==> config.mk <==
export PLATFORM = sky130hd
export DESIGN_NAME = score_keeper
export DESIGN_NICKNAME = d
export VERILOG_FILES = /design/src/rtl/game_pkg.sv /design/src/rtl/bcd_counter.sv /design/src/rtl/score_keeper.sv
export SDC_FILE = /design/constraint.sdc
export NUM_CORES = 1
export LEC_CHECK = 0
export CAP_MARGIN = 40
export CORE_ASPECT_RATIO = 1.5
export CORE_MARGIN = 5
export CORE_UTILIZATION = 55
export DETAILED_ROUTE_END_ITERATION = 10
export PLACE_DENSITY = 0.87
export SETUP_SLACK_MARGIN = 0.4
export SYNTH_ARGS = -nofsm -noshare
export SYNTH_HDL_FRONTEND = slang
export SYNTH_HIERARCHICAL = 1
export SYNTH_SLANG_ARGS = --single-unit
==> constraint.sdc <==
create_clock -name clk -period 4.9 [get_ports clk]
set_input_delay 0.98 -clock clk [delete_from_list [all_inputs] [get_ports clk]]
set_output_delay 0.98 -clock clk [all_outputs]
set_load 0.1 [all_outputs]
==> src/rtl/game_pkg.sv <==
// Shared game definitions: score FSM states, lane numbering and the coin hit window
// used by both the spawn units and the score keeper.
package game_pkg;

   typedef enum logic [1:0] {
      IDLE = 2'd0,
      SCAN = 2'd1,
      ADD  = 2'd2
   } score_state_t;

   localparam int LANE_LEFT  = 0;
   localparam int LANE_MID   = 1;
   localparam int LANE_RIGHT = 2;

   localparam int HIT_LO_DEF = 150;
   localparam int HIT_HI_DEF = 220;

endpackage

==> src/rtl/bcd_counter.sv <==
// Multi-digit BCD counter with synchronous clear and an increment that
// saturates at all nines.
module bcd_counter #(
   parameter int DIGITS = 4
) (
   input  logic                clk,
   input  logic                rst,
   input  logic                clr,
   input  logic                inc,
   output logic [4*DIGITS-1:0] q,
   output logic                max
);

   logic [4*DIGITS-1:0] nxt;
   logic                carry;

   always_comb begin
      max   = (q == {DIGITS{4'h9}});
      nxt   = q;
      carry = 1'b1;
      for (int d = 0; d < DIGITS; d++) begin
         if (carry) begin
            if (q[4*d +: 4] == 4'h9) begin
               nxt[4*d +: 4] = 4'h0;
            end else begin
               nxt[4*d +: 4] = q[4*d +: 4] + 4'h1;
               carry         = 1'b0;
            end
         end
      end
   end

   always_ff @(posedge clk) begin
      if (rst || clr) begin
         q <= '0;
      end else if (inc && !max) begin
         q <= nxt;
      end
   end

endmodule

==> src/rtl/score_keeper.sv <==
// Per-frame coin collision scan and BCD score/high-score keeper; one lane is
// examined per cycle, then credited coins are added one per cycle.
module score_keeper
   import game_pkg::*;
#(
   parameter int LANES  = 3,
   parameter int VWIDTH = 12,
   parameter int HIT_LO = HIT_LO_DEF,
   parameter int HIT_HI = HIT_HI_DEF,
   parameter int DIGITS = 4
) (
   input  logic                    clk,
   input  logic                    rst,
   input  logic                    frame_tick,
   input  logic                    play,
   input  logic [1:0]              player_lane,
   input  logic [LANES-1:0]        coin_active,
   input  logic [LANES*VWIDTH-1:0] coin_voffset,
   output logic [LANES-1:0]        coin_hide,
   output logic                    hit,
   output logic [4*DIGITS-1:0]     score_bcd,
   output logic [4*DIGITS-1:0]     high_bcd,
   output logic                    busy
);

   localparam int IW = (LANES > 1) ? $clog2(LANES) : 1;
   localparam int PW = $clog2(LANES + 1);

   score_state_t              state;
   logic [IW-1:0]             idx;
   logic [PW-1:0]             pending;
   logic [PW-1:0]             pend_scan;
   logic [LANES-1:0]          collected;
   logic                      tick_pend;
   logic                      play_q;
   logic                      hi_pend;
   logic signed [VWIDTH-1:0]  voff;
   logic                      lane_hit;
   logic                      last_lane;
   logic                      restart;
   logic                      play_rise;
   logic                      play_fall;
   logic                      score_gt;
   logic                      score_max;
   logic                      decided;

   always_comb begin
      voff      = coin_voffset[idx*VWIDTH +: VWIDTH];
      lane_hit  = (state == SCAN) && coin_active[idx] && !collected[idx] &&
                  (int'(player_lane) == int'(idx)) &&
                  (int'(voff) >= HIT_LO) && (int'(voff) <= HIT_HI);
      last_lane = (int'(idx) == LANES - 1);
      pend_scan = pending + PW'(lane_hit);
      restart   = (frame_tick || tick_pend) && play;
      play_rise = play && !play_q;
      play_fall = !play && play_q;
   end

   // BCD magnitude compare, most significant digit decides first
   always_comb begin
      score_gt = 1'b0;
      decided  = 1'b0;
      for (int d = DIGITS - 1; d >= 0; d--) begin
         if (!decided && (score_bcd[4*d +: 4] != high_bcd[4*d +: 4])) begin
            score_gt = (score_bcd[4*d +: 4] > high_bcd[4*d +: 4]);
            decided  = 1'b1;
         end
      end
   end

   bcd_counter #(.DIGITS(DIGITS)) u_score (
      .clk (clk),
      .rst (rst),
      .clr (play_rise),
      .inc ((state == ADD) && !score_max),
      .q   (score_bcd),
      .max (score_max)
   );

   always_ff @(posedge clk) begin
      if (rst) begin
         state     <= IDLE;
         idx       <= '0;
         pending   <= '0;
         collected <= '0;
         coin_hide <= '0;
         tick_pend <= 1'b0;
         hit       <= 1'b0;
         busy      <= 1'b0;
         play_q    <= 1'b0;
         hi_pend   <= 1'b0;
         high_bcd  <= '0;
      end else begin
         hit    <= 1'b0;
         play_q <= play;
         for (int i = 0; i < LANES; i++) begin
            if (!coin_active[i]) begin
               collected[i] <= 1'b0;
               coin_hide[i] <= 1'b0;
            end
         end

         // A game that ends mid-frame is recorded once the frame has settled
         if ((state == IDLE) && (play_fall || hi_pend)) begin
            if (score_gt) high_bcd <= score_bcd;
            hi_pend <= 1'b0;
         end else if (play_fall) begin
            hi_pend <= 1'b1;
         end

         case (state)
            IDLE: begin
               if (frame_tick || tick_pend) begin
                  tick_pend <= 1'b0;
                  if (play) begin
                     state <= SCAN;
                     idx   <= '0;
                     busy  <= 1'b1;
                  end
               end
            end
            SCAN: begin
               if (frame_tick) tick_pend <= 1'b1;
               if (lane_hit) begin
                  collected[idx] <= 1'b1;
                  coin_hide[idx] <= 1'b1;
               end
               pending <= pend_scan;
               if (!last_lane) begin
                  idx <= idx + 1'b1;
               end else if (pend_scan != '0) begin
                  state <= ADD;
               end else begin
                  // A tick latched during the frame restarts without leaving busy
                  state     <= restart ? SCAN : IDLE;
                  busy      <= restart;
                  idx       <= '0;
                  tick_pend <= 1'b0;
               end
            end
            ADD: begin
               if (frame_tick) tick_pend <= 1'b1;
               hit     <= 1'b1;
               pending <= pending - 1'b1;
               if (pending == PW'(1)) begin
                  state     <= restart ? SCAN : IDLE;
                  busy      <= restart;
                  idx       <= '0;
                  tick_pend <= 1'b0;
               end
            end
            default: begin
               state <= IDLE;
               busy  <= 1'b0;
            end
         endcase
      end
   end

endmodule

# Word-level counts from Yosys, hierarchy flattened
# Index checks and enable logic that the tools add are counted.
[word_totals] ff_bits=49 latch_bits=0 mem_bits_rw=0 romBits=0 in_bits=45 out_inout_bits=37 wordCells=157 mem_count=0
[classes] n_addsub=7 multipliers=1 n_div=0 magnitude_cmp=8 n_eq_ne=20 n_shift=1 n_mux=65 bitwise_logic=2 n_reduce_logical=38
[ops] cell="two-way mux 1 bit" n=39
[ops] cell="indexed part select 36 x 7 -> 12 bit" n=1
[ops] cell="two-way mux 2 bit" n=10
[ops] cell="adder 4 x 1 -> 4 bit, second input constant" n=4
[ops] cell="equality test 16 bit, second input constant" n=1
[ops] cell="equality test 4 bit, second input constant" n=4
[ops] cell="> comparator 4 bit" n=4
[ops] cell="two-way mux 4 bit" n=4
[ops] cell="!= test 4 bit" n=4
[ops] cell="logical AND 1 bit" n=15
[ops] cell=">= comparator 12 x 9 -> 1 bit, second input constant" n=1
[ops] cell="<= comparator 12 x 9 -> 1 bit, second input constant" n=1
[ops] cell="two-way mux 3 bit" n=4
[ops] cell="case mux 2 bit (3 select lines)" n=2
[ops] cell="AND reduction 2 bit" n=5
[ops] cell="AND reduction 5 bit" n=2
[ops] cell="!= test 2 bit, second input constant" n=4
[ops] cell="logical NOT 1 bit" n=7
[ops] cell="bitwise OR 3 bit" n=2
[ops] cell="case mux 1 bit (3 select lines)" n=2
[ops] cell="binary-select mux 1 bit (select 2 bit)" n=2
[ops] cell="equality test 2 x 1 -> 1 bit, second input constant" n=2
[ops] cell="equality test 2 bit, second input constant" n=2
[ops] cell="multiplier 2 x 2 -> 4 bit, second input constant" n=1
[ops] cell="16 further kinds" n=19

# Longest topological paths before layout
[depth] ltp_word=12 mapped_depth=14 depth_no_buf=13

# By module
# The synthesis kept the hierarchy.
[modules_own_cells] mod="score_keeper" n_inst=1 cells_per_inst=292 area_per_inst_um2=2620.0 seq_area_each_um2=660.6
[modules_own_cells] mod="bcd_counter" n_inst=1 cells_per_inst=103 area_per_inst_um2=870.8 seq_area_each_um2=320.3

# Worst setup path after synthesis
# OpenSTA, ideal clock, no wires.
[synth_path] path_kind="input-to-reg" start="input port coin_voffset[11]" end="register idx[1]" setup_time_ns=0.128 arrival_ns=2.806 t_required_ns=4.772 setup_slack_ns=1.966 path_stages=10 n_path_buf=0 cell_sequence="or4_1 -> nor3_1 -> o311a_2 -> and3_1 -> ha_1 -> xor2_1 -> o21ai_0 -> o21ai_0 -> a22oi_1 -> nor2_1"
[synth_between] elab_chain_cells=8 elab_cells_between_ends=9 classes_between="add/sub: 1; order compare: 2; eq/ne: 1; shift: 1; reduce/logical: 4"
[synth_lines] element="start: declaration" line_no="score_keeper.sv:18" source="input logic [LANES*VWIDTH-1:0] coin_voffset,"
[synth_lines] element="indexed part select 36 x 7 -> 12 bit *" line_no="score_keeper.sv:48" source="voff = coin_voffset[idx*VWIDTH +: VWIDTH];"
[synth_lines] element=">= comparator 12 x 9 -> 1 bit" line_no="score_keeper.sv:51" source="(int'(voff) >= HIT_LO) && (int'(voff) <= HIT_HI);"
[synth_lines] element="logical AND 1 bit" line_no="score_keeper.sv:50" source="(int'(player_lane) == int'(idx)) &&"
[synth_lines] element="logical AND 1 bit *" line_no="score_keeper.sv:51"
[synth_lines] element="adder 2 x 1 -> 2 bit *" line_no="score_keeper.sv:53" source="pend_scan = pending + PW'(lane_hit);"
[synth_lines] element="nonzero test 2 bit *" line_no="score_keeper.sv:131" source="end else if (pend_scan != '0) begin"
[synth_lines] element="!= test 3 bit (no line) *"
[synth_lines] element="AND reduction 5 bit (no line) *"
[synth_lines] element="end signal: assignment" line_no="score_keeper.sv:130" source="idx <= idx + 1'b1;"
[synth_lines] element="end: declaration" line_no="score_keeper.sv:30" source="logic [IW-1:0] idx;"
# Mark *: on every way between the ends. The rest lies on a longest branch, timed or not.
# A chain may end at the register's enable or synchronous reset.

# Worst setup path in the final report
# Same ends and word-level chain as after synthesis.

==> out/results.ini <==
[clocking]
post_cts_buffers = 0
worstSkewPairLatency_ns = 0.31
root_buffer = clkbuf_8
cts_max_level = 2
clockBufferDepth = 2
cts-hold-fix-buffers = 0
cts_tree = yes
cts_buffers = 5
ctsResizeCount = 0
clock_sinks = 49
cts.clk_slew.worst_paths_ns = 0.10

[sta]
hold_violations = 0
finalMaxSlewViolations = 0
fin_setup_tns_ns = 0
fin_crit_ns = 3.31
setup_violations = 0
worst_pin_slew_ns = 0.864
rsz0062_at_grt = false
whs_ns = 0.460
fmax_ghz = 0.302
fin_crit_sh_pct = 67.6
skew_ns = 0.0110
slew_headroom_pct = 42.4

[routing]
wl_met2_um = 5330
highest_layer = met4
route.antenna.remaining_nets = 0
m1WireLength_um = 3560
wl_met3_um = 416
wl_per_cell_um = 16.8
viasPerCell = 6.21
drt_first_pass_iters = 4
drt_iter0_markers = 282
num_vias = 3567
routed_wl_um = 9630
drcViolationCount = 0

[hold_path]
hold_path_class = reg -> reg
hold_depth = 2
whs_endpoint = coin_hide[1]$_SDFF_PP0_
hp-start = coin_hide[1]$_SDFF_PP0_

[global_route]
grt_pass1_wl_um = 16000
grt.total_usage_pct = 24.7
grt_overflow = 0
grt_pass1_vias = 3645
grt_max_degree = 37
grt_antenna_before_repair = 0

[synthesis]
ys_ff_latch = 49
async_reset_ff_share_pct = 0
synth_edf_count = 0
yosysMostFrequentCell = dfxtp_1
ys.flop_type = dfxtp_1
syn_inst = 395
ys_warn_count = 6
yosys.area.top_type = dfxtp_1
avgSynthCellArea_sq_um = 8.84
synth_commonest_cells = dfxtp_1, inv_1, a21oi_1
syn_nets = 462
synth_area_leaders = dfxtp_1, ha_1, a2111oi_2, a311o_1, and4_1
synth_top_area_share_pct = 28.1
ys_types = 64
syn-cell-area_sq_um = 3490
ys_seq_area_share_pct = 28.1

[power_and_ir_drop]
combPwrFrac_pct = 38.7
sequentialPowerShare_pct = 37.0
ir_drop_uv = 411
intPower_mw = 0.764
power.share.clock_pct = 24.3
power-per-cell-area_nw_per_um2 = 248
p_sw_share_pct = 37.8
leakagePower_nw = 1.75
p_switching_mw = 0.464

[floorplanning]
num_rows = 35
coreArea_sq_um = 6170
die_h_um = 108
dieWidth_um = 75.1
dieArea_sq_um = 8070
initial_core_util_pct = 56.5
ios = 82

[critical_path]
r2r_start = idx[0]$_SDFFE_PP0P_
path_buf_inv = 1
cp.arrival_ns = 3.49
reg2reg_to = idx[1]$_SDFFE_PP0P_
r2r_slack_ns = 1.71
crit_type = in -> reg
crit_path_start = coin_voffset[11]
crit_family = simple AND/OR/NAND/NOR gates
worstSetupStartpointType = input pin
crit_path_frequent_cell = o21ai_0
worstPathCellList = clkdlybuf4s50_1 > or4_1 > nor3_1 > o311a_2 > and3_1 > ha_1 > xor2_1 > o21ai_0 > o21ai_0 > a22oi_1 > nor2_1
crit_path_end_kind = flip-flop
crit_slowest_cell = or4_1
path_max_fanout = 4
critical_path_required_ns = 5.08
crit_path_max_incr_delay_ns = 0.53
ff2ff_path_depth = 11

[layout]
nets = 566
final_design_area_no_fill_sq_um = 4950
layout-drive-gt1-share_pct = 14.8
diodes = 0
syn2layout_area_growth_pct = 41.7
final_util_pct = 80.1

[status]
status = complete, no violations

[placed_design]
gp_congestion = 0.866
port_buffers = 81
postPlaceCellArea_sq_um = 4830
place_hpwl_um = 7420

[run]
max_cap_violations = 0

-- how the worst max path moves through the flow --
| stage | end | slack, ns | cells after the start |
|---|---|---|---|
| after global placement | idx[1]$_SDFFE_PP0P_ | 1.37 | 11 |
| after detailed placement | idx[1]$_SDFFE_PP0P_ | 1.29 | 12 |
| after floorplan | idx[1]$_SDFFE_PP0P_ | 1.97 | 10 |
| after CTS | idx[1]$_SDFFE_PP0P_ | 1.61 | 12 |
| final | idx[1]$_SDFFE_PP0P_ | 1.59 | 11 |
| after global routing | idx[1]$_SDFFE_PP0P_ | 1.39 | 12 |
-- kinds of logic (layout without fill, tap and decap cells) --
kind of cell / count (synthesis) / after routing / share of synthesized area, %
XOR/XNOR: 4 / 4 / 1.00
multiplexers: 12 / 12 / 3.44
adder cells (fa/ha/maj): 22 / 22 / 7.89
flip-flops: 49 / 49 / 28.1
buffers and inverters: 66 / 171 / 9.86
AO/OA/AOI/OAI: 113 / 113 / 26.8
AND/OR/NAND/NOR: 129 / 129 / 22.9
-- worst register-to-register path: stages (launching register included) --
cell       delay [ns]
dfxtp_1          0.89
mux2i_1          0.36
o2bb2ai_1        0.14
a211oi_2         0.25
o311a_2          0.24
and3_1           0.18
ha_1             0.20
xor2_1           0.09
o21ai_0          0.36
o21ai_0          0.15
a22oi_1          0.18
nor2_1           0.06
-- layout by cell type, fill, tap and decap left out, types with 8 or more instances in the layout --
| master | n |
|---|---|
| nor2b_1 | 9 |
| nand2_1 | 22 |
| nor3_1 | 8 |
| nor2_1 | 22 |
| nand4_1 | 10 |
| ha_1 | 22 |
| a311o_1 | 16 |
| dfxtp_1 | 49 |
| a2111oi_2 | 12 |
| clkdlybuf4s50_1 | 81 |
| a21oi_1 | 28 |
| and4_1 | 18 |
| inv_1 | 41 |
| mux2i_1 | 12 |
| buf_8 | 34 |
| o21ai_0 | 11 |
-- power groups by stage --
stage / logic (mW) / clock network, mW / registers (mW)
floorplan: 0.301 / 0 / 0.504
finish: 0.475 / 0.298 / 0.455
detailed placement: 0.470 / 0 / 0.464
global placement: 0.425 / 0 / 0.462
CTS: 0.472 / 0.302 / 0.455
global route: 0.518 / 0.317 / 0.460
-- cell type report --
cell class                 count  area (sq um)
multi-input combinational    280          2170
timing repair buffer         122          1430
fill                         398          1230
sequential                    49           981
inverter                      41           154
tap                           74          92.6
clock buffer                   5          68.8
clock inverter                 3          43.8
-- flip-flops by register name (all words and copies together), names as in the netlist, 2 cells and up --
register,flops
pending,2
high_bcd,16
state,2
collected,3
idx,2
u_score/q,16
coin_hide,3
-- metrics by stage --
stage | setup WS [ns] | instances | power (mW)
after floorplan | 1.97 | 395 | 0.805
after global placement | 1.37 | 529 | 0.887
after detailed placement | 1.29 | 566 | 0.934
after CTS | 1.61 | 574 | 1.23
after global routing | 1.39 | 574 | 1.30
final | 1.59 | 574 | 1.23
-- metal layers --
| layer | up-vias | GRT usage, % |
|---|---|---|
| met3 | 32 | 3.74 |
| met1 | 1731 | 25.6 |
| met5 | - | 0 |
| li1 | 1698 | - |
| met4 | 0 | 10.9 |
| met2 | 106 | 46.6 |
Power figures use the tool's default switching activity.
